--- src/rtl/ber_sync_checker_prbs_lfsr_load.sv ---
// Fibonacci PRBS register x^PRBS_LEN + x^PRBS_TAP + 1 that can either free-run
// on its own feedback (generator / predictor) or shift in an external bit (seeding).
module prbs_lfsr_load #(
   parameter int PRBS_LEN = 9,
   parameter int PRBS_TAP = 5
) (
   input  logic                clk,
   input  logic                rst_n,
   input  logic                step_i,
   input  logic                load_sel_i,
   input  logic                load_bit_i,
   output logic                fb_o,
   output logic [PRBS_LEN-1:0] state_o
);

   logic [PRBS_LEN-1:0] s_q, s_d;
   logic                fb;
   logic                ins;

   assign fb  = s_q[PRBS_LEN-1] ^ s_q[PRBS_TAP-1];
   assign ins = load_sel_i ? load_bit_i : fb;

   always_comb begin
      s_d = s_q;
      if (step_i) s_d = {s_q[PRBS_LEN-2:0], ins};
   end

   // All-ones start keeps a free-running generator out of the dead state.
   always_ff @(posedge clk or negedge rst_n) begin
      if (!rst_n) s_q <= '1;
      else        s_q <= s_d;
   end

   assign fb_o    = fb;
   assign state_o = s_q;

endmodule

--- config.mk ---
export PLATFORM = sky130hd
export DESIGN_NAME = prbs_lfsr_load
export DESIGN_NICKNAME = d
export VERILOG_FILES = /design/src/rtl/ber_sync_checker_prbs_lfsr_load.sv
export SDC_FILE = /design/constraint.sdc
export NUM_CORES = 1
export LEC_CHECK = 0
export BUFFER_PORTS_ARGS = -buffer_cell sky130_fd_sc_hd__buf_2
export CAP_MARGIN = 20
export CORE_AREA = 2 2 39 41
export DETAILED_ROUTE_END_ITERATION = 8
export DIE_AREA = 0 0 41 43
export MAX_ROUTING_LAYER = met4
export PLACE_DENSITY = 0.52
export SYNTH_ARGS = -nofsm -noshare
export SYNTH_HDL_FRONTEND = slang
export SYNTH_SLANG_ARGS = --single-unit
export TNS_END_PERCENT = 20
--- constraint.sdc ---
create_clock -name clk -period 0.9 [get_ports clk]
set_input_delay 0.18 -clock clk [delete_from_list [all_inputs] [get_ports clk]]
set_output_delay 0.18 -clock clk [all_outputs]
set_load 0.05 [all_outputs]
; ---- After elaboration in Yosys (flattened, before gate mapping)
; Index checks and enable logic that the tools add are counted.
[word_totals]
input_bits = 5
out_inout_bits = 10
latchBits = 0
memories = 0
ram_bits = 0
mem_bits_ro = 0
regBits = 9
wordCells = 3
[op_classes]
bitwise = 1
shifts = 0
mux = 1
n_mul = 0
n_eq_ne = 0
n_lt_le_gt_ge = 0
addsub = 0
n_div = 0
n_reduce_logical = 0
[ops]
columns = operator, count
row1 = $mux 1, 1
row2 = $xor 1x1->1, 1

; ---- Logic depth before layout (Yosys ltp)
[logic_depth]
depth_word = 2
ltp_mapped = 3
depth_no_buf = 2

; ---- Worst setup path after synthesis
; Ideal clock, no wire load.
[synth_path]
kind = register -> register
from = register s_q[4] (netlist: state_o[4])
to = register s_q[0] (netlist: state_o[0])
period_less_slack_ns = 1.818
arrival_time_ns = 1.755
path_stages_with_launch = 3
setup_ns = 0.063
slack_ns = -0.918
n_path_buf = 0
t_required_ns = 0.837
cell_sequence = dfstp_2 -> xor2_1 -> a211o_1
[synth_between]
elab_chain_len = 2
[synth_rtl]
columns = element, line_no
row1 = "start, declared", 16  ; logic [PRBS_LEN-1:0] s_q, s_d;
row2 = "start signal, assigned", 30  ; if (!rst_n) s_q <= '1;
row3 = "start signal, assigned", 31  ; else s_q <= s_d;
row4 = $xor 1x1->1, 20  ; assign fb = s_q[PRBS_LEN-1] ^ s_q[PRBS_TAP-1];
row5 = named net fb_o, 12  ; output logic fb_o,
row6 = $mux 1, 21  ; assign ins = load_sel_i ? load_bit_i : fb;
; The timed path passes the listed nets, and every way through them passes these cells.
; A chain may end at the register's enable or synchronous reset.

; ---- Worst setup path after layout
[layout_path]
from = register s_q[8] (netlist: state_o[8])
to = output port fb_o
[layout_between]
elab_chain_len = 1
[layout_rtl]
columns = element, line_no
row1 = $xor 1x1->1, 20
row2 = "end, declared", 12
; Every way passes these cells.

==> key figures <==
Status
  – Outcome: complete, but fails checks
  – Violated checks: negative setup slack

Worst setup path
  – Startpoint types: flip-flop
  – WS Path Type: flip-flop to output port
  – Setup crit end kind: output port
  – Crit path max-delay family: flip-flops
  – Crit path largest cell delay: about 640 ps
  – Worst EP required: between 700 and 800 ps
  – Critical path buffers and inverters: 1
  – CP arrival: 1240 ps
  – Crit-path max FO: 3
  – Critical path cell sequence: xor2_4 -> buf_8
  – Crit path max-delay cell type: dfstp_4

Timing
  – Slew HR: 0.836
  – Clk_skew: 6.75 ps
  – Setup ws final: -517 ps
  – Final setup fails: 13
  – RSZ-0062 raised after global routing: yes
  – Slew @ Worst Pin: roughly 250 ps
  – Final Hold Vio Count: 0
  – Hold WS: ~260 ps
  – Final Cycle Share: 1.57
  – Max Clock Freq: about 710 MHz
  – Crit path time final: 1420 ps
  – Fin. max-slew vios: 0

Finish
  – Layout Nets: 52
  – Layout cells sized above 1: 0.826
  – Inserted Diodes: 0
  – Design area: around 640 um2
  – Area growth, synth to finish: 71.9%
  – Max reg flops: 9
  – Post-layout util: 0.465

Routing
  – DR pass1 iterations: 2
  – Via count: around 260
  – DRT iter0 DRCs: 4
  – Vias/cell: roughly 4.1
  – Routed Antenna Nets: 0
  – Post-route DRC: 0
  – DRT Wirelength: roughly 760 um
  – WL/cell: 12.2 um

Logic synthesis
  – Synthesis Warnings: 0
  – Register area share after synthesis: 0.632
  – Mapped cell area: around 370 um2
  – Synth top area share: 0.632
  – Dominant cell type by area after synthesis: dfstp_2
  – Avg Cell Area, Syn: about 16 um2
  – Gate Count Post-Synth: 23
  – Post-synth EDFFs: 0
  – Seq cells post-synth: 9
  – Syn_nets: 28
  – Ys flop type: dfstp_2
  – FFs w/ async S/R, synth: 1.00
  – Netlist cell types: 8
  – Most frequent cells after synthesis: dfstp_2 (9), mux2_2 (6), mux2_1 (2), nor2b_1 (2)
  – Synth top area cells: dfstp_2 (63%), mux2_2 (18%), mux2_1 (6.0%)
  – Count leader, synth: dfstp_2

Clock network
  – Maximum clock path buffer count: 2
  – CTS tree: yes
  – Sink Count: 9
  – Worst-path clk slew: 60 ps
  – Root buffer cell: clkbuf_4
  – H-tree levels: 1
  – Num CTS Buffers: 3
  – Worst skew pair latency: 260 ps

Global route
  – Pin count of the biggest net entering global routing: 12
  – Tot GR Track Use: 0.121
  – Vias in the first global route: roughly 290
  – Remaining Overflow, GRT: 0
  – First-pass GRT wire length: 1220 um
  – Initial antenna violation count: 0

Place
  – PortBufs: 14
  – GPL Wtd Cong: between 0.6 and 0.7
  – Detail Placement HPWL: ~580 um
  – Area of placed instances: just over 500 um2

Floorplan
  – Total core area: 1380 um2
  – # rows: 14
  – Die footprint: 1760 um2
  – Chip width: 41 um
  – # IOs: 15
  – Initial Utilization: 0.270
  – Die height: about 43 um

Worst hold path
  – HP Class: input pin to flip-flop

Flow run
  – Max-cap violations: 0
## layout by cell type, fill, tap and decap left out
cell type,netlist,routed
clkbuf_1,0,1
dfstp_4,0,2
a211o_1,1,1
dfstp_2,9,7
buf_4,0,5
mux2_1,2,2
clkbuf_4,0,3
buf_2,0,5
mux2_2,6,6
and3_1,1,1
xor2_4,0,1
buf_8,0,9
dlygate4sd3_1,0,1
nor2b_1,2,2
## layout make-up
class                   count  area (um2)
multi-input cells          13         145
well taps                  16        20.0
repair buffers             20         208
clock buffers               4        26.3
flip-flops and latches      9         244
fillers                   129         741
## cells by family (layout without fill, tap and decap cells)
group	after synthesis	count (layout)	synth area share
flip-flops	9	9	0.632
multiplexers	8	8	0.241
AND/OR/NAND/NOR	3	3	0.0502
AO/OA/AOI/OAI	1	1	0.0234
XOR/XNOR	1	1	0.0234
buffers and inverters	1	24	0.0301
## worst reg2reg max path: stages (launching register included)
cell	delay, ps
dfstp_4	650
xor2_4	80
buf_4	130
a211o_1	250
## routing by layer
layer,vias up,share of wire,track usage
met3,0,0.071,0.0471
met1,123,0.40,0.124
li1,126,-,-
met5,-,0,-
met2,8,0.52,0.163
met4,0,0,0.120
## repair_timing
item / CTS / global route
setup endpoints to repair: 11 / 13
hold endpoints to repair: 9 / 0
hold buffers: 1 / 0
gates resized for setup: 26 / 1
pin swaps: 2 / 0
setup buffers: 1 / 0
## worst paths after layout
kind                            cells past startpoint        from  slack (ps)          to
worst max register to register                      3  state_o[4]        -280  state_o[0]
worst min register to register                      1  state_o[2]         640  state_o[2]
max in group asynchronous                           2       rst_n         350  state_o[7]
min in group asynchronous                           2       rst_n         520  state_o[0]
worst max-delay path                                2  state_o[8]        -520        fb_o
worst min-delay path                                3  load_bit_i         260  state_o[0]
## stage by stage
stage,worst slack [ps],setup TNS [ps],cells
4_1_cts,-540,-3720,62
2_1_floorplan,-433,-1050,23
5_1_grt,-560,-3920,62
3_5_place_dp,-336,-1330,56
3_3_place_gp,-325,-1270,56
6_report,-517,-3540,62
Power is left out: the tool's default activity adds up to more than one toggle a clock period on the data nets, which glitch-free logic cannot reach.
